===== config.mk =====
export PLATFORM = sky130hd
export DESIGN_NAME = register_dispatch
export DESIGN_NICKNAME = d
export VERILOG_FILES = /design/src/rtl/register_dispatch.sv
export SDC_FILE = /design/constraint.sdc
export NUM_CORES = 1
export LEC_CHECK = 0
export ABC_AREA = 1
export CORE_AREA = 4 4 83 46
export DETAILED_ROUTE_END_ITERATION = 12
export DIE_AREA = 0 0 87 50
export PLACE_DENSITY = 0.91
export SYNTH_ARGS = -nofsm -noshare
export SYNTH_HDL_FRONTEND = slang
export SYNTH_SLANG_ARGS = --single-unit

===== constraint.sdc =====
create_clock -name clock -period 2.6 [get_ports clock]
set_input_delay 0.26 -clock clock [delete_from_list [all_inputs] [get_ports clock]]
set_output_delay 0.26 -clock clock [all_outputs]
set_load 0.1 [all_outputs]

===== src/rtl/register_dispatch.sv =====
// register_dispatch: routes each accepted {select, data} transfer to one of
// four destination ports through a 2-entry in-order buffer. Entries leave
// strictly in acceptance order. A stalled destination holds up every entry
// queued behind it.

`ifndef DEFAULT_WIDTH
`define DEFAULT_WIDTH 8
`endif

// One destination port. It masks the head data onto its port and reports
// whether this port completed the handshake this cycle.
module register_dispatch_lane #(
    parameter int n = `DEFAULT_WIDTH
) (
    input  logic         valid,
    input  logic         ready,
    input  logic [n-1:0] head_data,
    output logic [n-1:0] data,
    output logic         fire
);

    // An unselected port always shows zero, so only the addressed consumer
    // sees a value.
    always_comb begin
        data = valid ? head_data : '0;
        fire = valid & ready;
    end

endmodule

module register_dispatch #(
    parameter int n = `DEFAULT_WIDTH
) (
    input  logic         clock,
    input  logic         reset,
    input  logic         flush,
    input  logic         in_valid,
    output logic         in_ready,
    input  logic [1:0]   in_select,
    input  logic [n-1:0] in_data,
    output logic [3:0]   out_valid,
    input  logic [3:0]   out_ready,
    output logic [n-1:0] out0,
    output logic [n-1:0] out1,
    output logic [n-1:0] out2,
    output logic [n-1:0] out3,
    output logic [1:0]   count
);

    localparam int NUM_LANES = 4;
    localparam int DEPTH     = 2;

    typedef struct packed {
        logic [1:0]   sel;
        logic [n-1:0] data;
    } entry_t;

    entry_t                          entries [DEPTH];
    logic                            head;
    logic                            tail;
    logic [1:0]                      occ;
    entry_t                          head_entry;
    logic                            accept;
    logic                            deliver;
    logic [NUM_LANES-1:0]            fire;
    logic [NUM_LANES-1:0][n-1:0]     lane_data;

    // Full and empty come from the occupancy count, never from comparing
    // pointers. Both pointers are 1 bit and wrap on their own.
    always_comb begin
        head_entry = entries[head];
        in_ready   = (occ != 2'd2);
        accept     = in_valid & in_ready;
        out_valid  = (occ != 2'd0) ? (4'b0001 << head_entry.sel) : 4'b0000;
        deliver    = |fire;
        count      = occ;
    end

    // The per-port masking and handshake detection are replicated once for
    // each destination.
    for (genvar k = 0; k < NUM_LANES; k++) begin : g_lane
        register_dispatch_lane #(.n(n)) u_lane (
            .valid     (out_valid[k]),
            .ready     (out_ready[k]),
            .head_data (head_entry.data),
            .data      (lane_data[k]),
            .fire      (fire[k])
        );
    end

    assign out0 = lane_data[0];
    assign out1 = lane_data[1];
    assign out2 = lane_data[2];
    assign out3 = lane_data[3];

    // Buffer state. flush empties the buffer and drops any accept or
    // delivery in the same cycle. A simultaneous push and pop keeps the
    // count unchanged.
    always_ff @(posedge clock or negedge reset) begin
        if (!reset) begin
            occ  <= 2'd0;
            head <= 1'b0;
            tail <= 1'b0;
            for (int i = 0; i < DEPTH; i++) entries[i] <= '0;
        end else if (flush) begin
            occ  <= 2'd0;
            head <= 1'b0;
            tail <= 1'b0;
        end else begin
            if (accept) begin
                entries[tail] <= '{sel: in_select, data: in_data};
                tail          <= ~tail;
            end
            if (deliver) head <= ~head;
            case ({accept, deliver})
                2'b10:   occ <= occ + 2'd1;
                2'b01:   occ <= occ - 2'd1;
                default: occ <= occ;
            endcase
        end
    end

endmodule


* Word level (Yosys, flattened, before mapping)
Index checks and enable logic that the tools add are counted.
Storage, ports and cells: input bits 18, output and inout port bits 39, bits in registers 24
Operators by class: shift operators 1, equal/unequal tests 3, reductions and logical operators 7, $add $sub $neg 2, magnitude comparators 3, bitwise operators 10, multiplexer cells 17
Operators by type and width (number):
- $mux 10 | 4
- $mux 8 | 4
- $bwmux 20 | 1
- $demux 10 s1 | 1
- $reduce_bool 2->1 | 3
- $and 1x1->1 | 5
- $ge 2x2->1 const B | 2
- $mux 1 | 4
- $mux 4 | 1
- $not 1->2 | 2
- $pmux 2 s2 | 1
- $reduce_or 4->1 | 1
- $shl 1x2->4 const A | 1
- $not 1->1 | 3
- $reduce_bool 3->1 | 1
- $add 2x1->2 const B | 1
- $eq 2x1->1 const B | 1
- $eq 2x2->1 const B | 1
- $lt 2x1->1 const B | 1
- $mux 2 | 1
- $ne 2x2->1 const B | 1
- $reduce_and 2->1 | 1
- $sub 2x1->2 const B | 1
- $logic_and 1x1->1 | 1

* Logic depth before layout (Yosys ltp)
Gate-level depths: netlist (run 1).
depth after elaboration 11, depth in mapped cells 11, depth with buffers taken out 11

* Modules after synthesis
A second synthesis (run 1) with hierarchy kept.
Second synthesis, totals: cells, all modules 232, area total of the unflattened synthesis 1557.7 um^2
Modules (own cells, without submodules):
- register_dispatch | times used 1, sequential area each 600.6 um^2, area an instance 1242.4 um^2, cells an instance 156
- register_dispatch_lane | times used 4, sequential area each 0.0 um^2, area an instance 78.8 um^2, cells an instance 19

* Worst setup path before layout (run 1)
No wires, ideal clock.
path type register to output, start point register occ[1], in the netlist count[1], end point output out1[0], slack -0.491 ns, data arrival time 2.831 ns, stages on the path, launching flop included 7, cell sequence dfrtp_1 -> nor2_1 -> nor2_2 -> inv_1 -> nor2_1 -> inv_1 -> nor2_1
On the way: longest elaborated chain between the ends 3
Ends and longest elaborated chain:
- start, declared | RTL line 61 | logic [1:0] occ;
- start signal, assigned | RTL line 116 | 2'b10: occ <= occ + 2'd1;
- start signal, assigned | RTL line 117 | 2'b01: occ <= occ - 2'd1;
- $reduce_bool 2->1 | RTL line 74 | out_valid = (occ != 2'd0) ? (4'b0001 << head_entry.sel) : 4'b0000;
- $mux 4 | RTL line 74
- named net g_lane[1].u_lane.valid | RTL line 15 | input logic valid,
- $mux 8 | RTL line 25 | data = valid ? head_data : '0;
- end, declared | RTL line 44 | output logic [n-1:0] out1,
The timed path passes the listed nets, and every way through them passes these cells.

* Worst setup path in the final report (run 1)
start point register head, end point output out0[2]
On the way: longest elaborated chain between the ends 7
Ends and longest elaborated chain:
- start, declared | RTL line 59 | logic head;
- start signal, assigned | RTL line 114 | if (deliver) head <= ~head;
- $not 1->2 (implied by the code) * | RTL line 71 | head_entry = entries[head];
- $mux 10 (implied by the code) * (3 in series) | RTL line 71
- $shl 1x2->4 | RTL line 74
- $mux 4 | RTL line 74
- $mux 8 * | RTL line 25
- end, declared | RTL line 43 | output logic [n-1:0] out0,
Mark *: on every way between the ends. The rest lies on a longest branch, timed or not. The select of a mux whose other input is x is not followed.

==> reports/results.tsv, run 1 <==
metric	value	unit
crit path time final	2.600	ns
CP max stage delay	0.45	ns
Seq/Total Area, Yosys	44.00	%
Worst Setup Path Type	reg -> out	
ratio of cells with drive above 1 in the final layout	34.32	%
Cell Count, Final, Fillers Out	276	
Residual DRC	0	
Worst EP arrival	2.34	ns
CP startpoint	head	
Avg Inst Size Synth	7.584	µm²
vias per cell	5.507	
failing checks	setup timing	
die height	50	µm
drt wl/cell	17.75	µm
Syn Nets	198	
period utilization	100.0	%
vias in the first global route	1427	
Congestion Overflow GR	0	
WL final	4900	µm
Register-to-Register Path Depth	7	
first-pass GRT wire length	6672	µm
RSZ-0062 raised after global routing	true	
H-tree Lvls	1	
1st-iter DRT viols	119	
Critical Path RT	2.34	ns
status	finished, violations left	
Hold Fails Final Rpt	0	
core area	2995	µm²
die width	87	µm
DP Area	2410	µm²
Slew @ Worst Pin	1.063	ns
fillers	133	
Hold WC Path Type	reg -> reg	
clk_skew	0.004422	ns
Slew Limit Fails	0	
DR vias	1520	
Netlist cell types	22	
crit-path cells	inv_2, nand2_1, nand2_2, nor2_2, inv_1, nor2_1, clkinvlp_4, buf_12, nor2_4, buf_12	
Antenna Nets Post-Route	0	
GRT Overall Usage	19.78	%
Placed Cells	271	
CP Max Fanout	7	
initial antenna violation count	0	
FF-to-FF Start	count[1]	
Die Area	4350	µm²
slowest stage cell, crit path	dfrtp_2	
Final Wtd Congestion	0.7616	
I/O Pins	57	
IO buf count	56	
DP Wirelength	3274	µm
total of max-cap violations	0	
Crit path buffers/inverters	5	
Worst path depth	10	
CP Launch Type	flip-flop	
CP delay by family, top	buffers and inverters	
Worst Hold Path Cells	2	
Initial DRT Pass Iterations	4	
Final WS setup	-0.00004308	ns
Root Driver	clkbuf_8	
ant diodes	0	
Bufs on Longest Clock Path	2	
Clock Sinks	24	
Synth Register Bits	24	
Max-slew headroom	28.90	%
nets@finish	255	
Reg clk slew, reported paths	0.08	ns
area delta synth->final	82.86	%
largest net degree at the start of global routing	25	
Cell Rows	14	
Hold Path Origin	entries[2]	
Skew-Pair Late Insertion Delay	0.27	ns
critical path endpoint category	output port	
CTS hold repair buffers	0	
yosys synthesis warning count	0	
Starting Density	45.57	%
Final Setup Violations	1	
Post-Syn Area	1365	µm²
critical path's most frequent cell	buf_12	
Final Cell Area	2496	µm²
Peak Freq	384.6	MHz
CTS tree	done	
CTS Buf Count	3	
Mapped Cells	180	
[placed cells by master (no fill, tap or decap)]
cell type and instances:
buf_12 37, nand2_1 33, nor2_1 23, dfrtp_1 23, o21ai_0 21, inv_1 18
clkdlybuf4s50_1 17, nor2_4 15, mux2i_1 8, buf_4 7, nor2_2 5, nand3_1 5
clkbuf_8 4, nand2_4 3, nand4_1 3, inv_2 2, nand2_2 2, clkinvlp_4 2
nand3b_1 2, o21ai_2 1, or2_2 1, a21oi_1 1, o21ai_1 1, nand3_2 1
dfrtp_2 1
[sequential cells by signal (all words and copies together), names as in the netlist]
name	flops
entries	20
head	1
tail	1
count	2
[through the flow]
| step | setup TNS, ns | setup WS, ns | hold slack [ns] | util, % |
|---|---|---|---|---|
| after detailed placement | 0 | 0.3977 | 0.4727 | 80.45 |
| after global placement | 0 | 0.5040 | 0.4659 | 80.45 |
| after floorplan | -7.499 | -0.4542 | -0.03559 | - |
| after CTS | 0 | 0.05811 | 0.4920 | 82.29 |
| final | -0.00004308 | -0.00004308 | 0.5097 | 83.33 |
| after global routing | -0.8603 | -0.1090 | 0.5288 | 83.33 |
[synth_stat cells (all sizes together)]
master  instances  share of area, %
nand2          38                12
buf             8               4.3
or2             1              0.46
inv            22               6.0
clkbuf          1              0.37
nand3           6               2.6
nor2           43                12
nand4           3               1.4
nand3b          2               1.1
mux2i           8               5.9
dfrtp          24                44
a21oi           1              0.37
o21ai          23               8.7
[kinds of logic after synthesis]
family	count (synthesis)	synth area share [%]
AO/OA/AOI/OAI	24	9.074
multiplexers	8	5.866
flip-flops	24	44.00
AND/OR/NAND/NOR	93	30.34
buffers and inverters	31	10.72
[cell type report]
class	instances	area (µm²)	share of cell area, %
inverters	22	90.09	3.609
flip-flops and latches	24	601.8	24.11
repair buffers	61	963.4	38.60
multi-input cells	125	735.7	29.47
well taps	40	50.05	2.005
clock buffers	4	55.05	2.206
[final timing paths]
| kind | slack, ns | endpoint |
|---|---|---|
| hold / removal | 0.51 | entries[2] |
| hold reg to reg | 0.51 | entries[2] |
| min in group asynchronous | 0.57 | entries[16] |
| setup / recovery | -0.00004 | out0[2] |
| setup reg to reg | 0.58 | entries[13] |
| max in group asynchronous | 1.32 | head |
[repair_timing]
action | in CTS | in global routing
gates resized for setup | 0 | 4
endpoints found under the setup margin | 0 | 16
setup buffers | 0 | 1
[per-layer routing]
layer	vias up	global-route usage, %	share of wire [%]
met4	0	8.808	6.0
met2	84	37.53	52
met1	729	20.97	36
li1	675	-	-
met5	-	0	0
met3	32	3.993	6.9
[worst register-to-register path, delay by kind of cell (launching register included)]
kind / cells / cell delay, ns
AOI/OAI and AO/OA: 1 / 0.15
buffers and inverters: 2 / 0.16
DFF: 1 / 0.43
and+or+nand+nor: 4 / 1.17
Power of run 1 is left out: the tool's default activity adds up to more than one toggle a clock period on the data nets, which glitch-free logic cannot reach.
==> run 2: changes to the inputs <==
--- a/config.mk
+++ b/config.mk
@@ -7,6 +7,7 @@
 export LEC_CHECK = 0
 export ABC_AREA = 1
 export CORE_AREA = 4 4 83 46
+export CTS_CLUSTER_DIAMETER = 80
 export DETAILED_ROUTE_END_ITERATION = 12
 export DIE_AREA = 0 0 87 50
 export PLACE_DENSITY = 0.91
==> results of run 2 <==
No change in the layout: final DEF, timing and power equal those of run 1.
Power of run 2 is left out for the same reason.
==> run 3: changes to the inputs <==
--- a/config.mk
+++ b/config.mk
@@ -11,6 +11,7 @@
 export DETAILED_ROUTE_END_ITERATION = 12
 export DIE_AREA = 0 0 87 50
 export PLACE_DENSITY = 0.91
+export REMOVE_ABC_BUFFERS = 1
 export SYNTH_ARGS = -nofsm -noshare
 export SYNTH_HDL_FRONTEND = slang
 export SYNTH_SLANG_ARGS = --single-unit
==> run 3 against run 2 <==
Effect of this change: the run now ends clean; wire length decreased by 9.2%; non-clock buffer count down 3; sequential cell count did not move; cell count down 1.4%; hold slack got worse by 0.16 ns.
==> reports/results.tsv, run 3 (synthesis gave the netlist of run 1 again) <==
metric	value	unit	change
status	finished clean		was finished, violations left
Worst Setup Path Type	reg -> out		unchanged
total of max-cap violations	0		unchanged
GRT Overall Usage	21.77	%	was 19.78%
first-pass GRT wire length	7224	µm	was 6672 µm
Max-slew headroom	47.66	%	was 28.90%
Hold WC Path Type	in -> async		was reg -> reg
Final Wtd Congestion	0.8061		was 0.7616
Starting Density	45.57	%	unchanged
Residual DRC	0		unchanged
CP max stage delay	0.48	ns	was 0.45 ns
area delta synth->final	70.12	%	was 82.86%
setup TNS	0	ns	was -0.00004308 ns
period utilization	94.34	%	was 100.0%
CTS Buf Count	3		unchanged
nets@finish	252		was 255
Antenna Nets Post-Route	0		unchanged
RSZ-0062 raised after global routing	false		was true
IO buf count	56		unchanged
Hold Fails Final Rpt	0		unchanged
Clock Sinks	24		unchanged
Final Setup Violations	0		was 1
Placed Cells	269		was 271
Critical Path RT	2.34	ns	about the same
Final Util	77.53	%	was 83.33%
crit path time final	2.453	ns	was 2.600 ns
post-CTS setup buffer count	0		unchanged
Cell Rows	14		unchanged
CP Max Fanout	8		was 7
Congestion Overflow GR	0		unchanged
Skew-Pair Late Insertion Delay	0.26	ns	was 0.27 ns
vias per cell	5.206		was 5.507
CP delay by family, top	simple AND/OR/NAND/NOR gates		was buffers and inverters
most frequent cells in the layout	nor2_1, buf_12, nand2_1		was buf_12, nand2_1, nor2_1, dfrtp_1, o21ai_0
DP Wirelength	3527	µm	was 3274 µm
die width	87	µm	unchanged
die height	50	µm	unchanged
ratio of cells with drive above 1 in the final layout	24.57	%	was 34.32%
CP Launch Type	flip-flop		unchanged
crit-path cells	inv_2, nand2_1, nand2_2, nor2_2, inv_1, nor2_1, inv_1, nor2_1, buf_12		was inv_2, nand2_1, nand2_2, nor2_2, inv_1, nor2_1, clkinvlp_4, buf_12, nor2_4, buf_12
core area	2995	µm²	unchanged
CTS tree	done		unchanged
I/O Pins	57		unchanged
initial antenna violation count	0		unchanged
Reg clk slew, reported paths	0.08	ns	about the same
H-tree Lvls	1		unchanged
Peak Freq	407.7	MHz	was 384.6 MHz
Worst EP arrival	2.19	ns	was 2.34 ns
max reg flops	20		unchanged
Root Driver	clkbuf_8		unchanged
Cell Count, Final, Fillers Out	272		was 276
WL final	4450	µm	was 4900 µm
Crit path buffers/inverters	4		was 5
slowest stage cell, crit path	dfrtp_2		unchanged
Bufs on Longest Clock Path	2		unchanged
largest net degree at the start of global routing	25		unchanged
Slew @ Worst Pin	0.7827	ns	was 1.063 ns
drt wl/cell	16.36	µm	was 17.75 µm
ant diodes	0		unchanged
Slew Limit Fails	0		unchanged
DR vias	1416		was 1,520
Die Area	4350	µm²	unchanged
1st-iter DRT viols	47		was 119
Most flops, register	entries		unchanged
vias in the first global route	1487		was 1,427
Initial DRT Pass Iterations	4		unchanged
most common cell after layout, fill and taps aside	nor2_1		was buf_12
clk_skew	0.008843	ns	was 0.004422 ns
critical path endpoint category	output port		unchanged
run 3: timing repair:
action	CTS	global route
resized for setup	0	1
hold endpoints to repair	0	0
hold buffers	0	0
setup endpoints to repair	0	15
run 3: path summary, 6_finish.rpt:
path,slack (ns),end,from,cells past startpoint
setup / recovery,0.15,out0[3],head,9
hold / removal,0.35,entries[10],reset,2
setup reg to reg,0.61,entries[10],count[1],7
hold reg to reg,0.49,entries[15],entries[15],2
max in group asynchronous,2.00,head,reset,2
min in group clock,0.49,entries[15],entries[15],2
run 3: stage by stage:
step | hold WS [ns] | cell area (µm²) | setup slack (ns)
after floorplan | -0.03559 | 1301 | -2.023
after global placement | 0.4663 | 2280 | 0.5534
after detailed placement | 0.4758 | 2280 | 0.3664
after CTS | 0.3491 | 2321 | 0.06093
after global routing | 0.3794 | 2322 | 0.009879
final | 0.3489 | 2322 | 0.1470
run 3: layout make-up:
class | count | area, µm²
Timing Repair Buffer | 58 | 928.4
Fill cell | 161 | 673.1
Multi-Input combinational cell | 125 | 618.1
Sequential cell | 24 | 601.8
Inverter | 22 | 82.58
Tap cell | 40 | 50.05
Clock buffer | 3 | 41.29
run 3: metal layers:
metal / track usage, % / routed length [µm]
met5: 0 / 0
met4: 8.808 / 66
met2: 40.55 / 2438
met1: 24.18 / 1753
met3: 4.160 / 192
Power of run 3 is left out for the same reason.
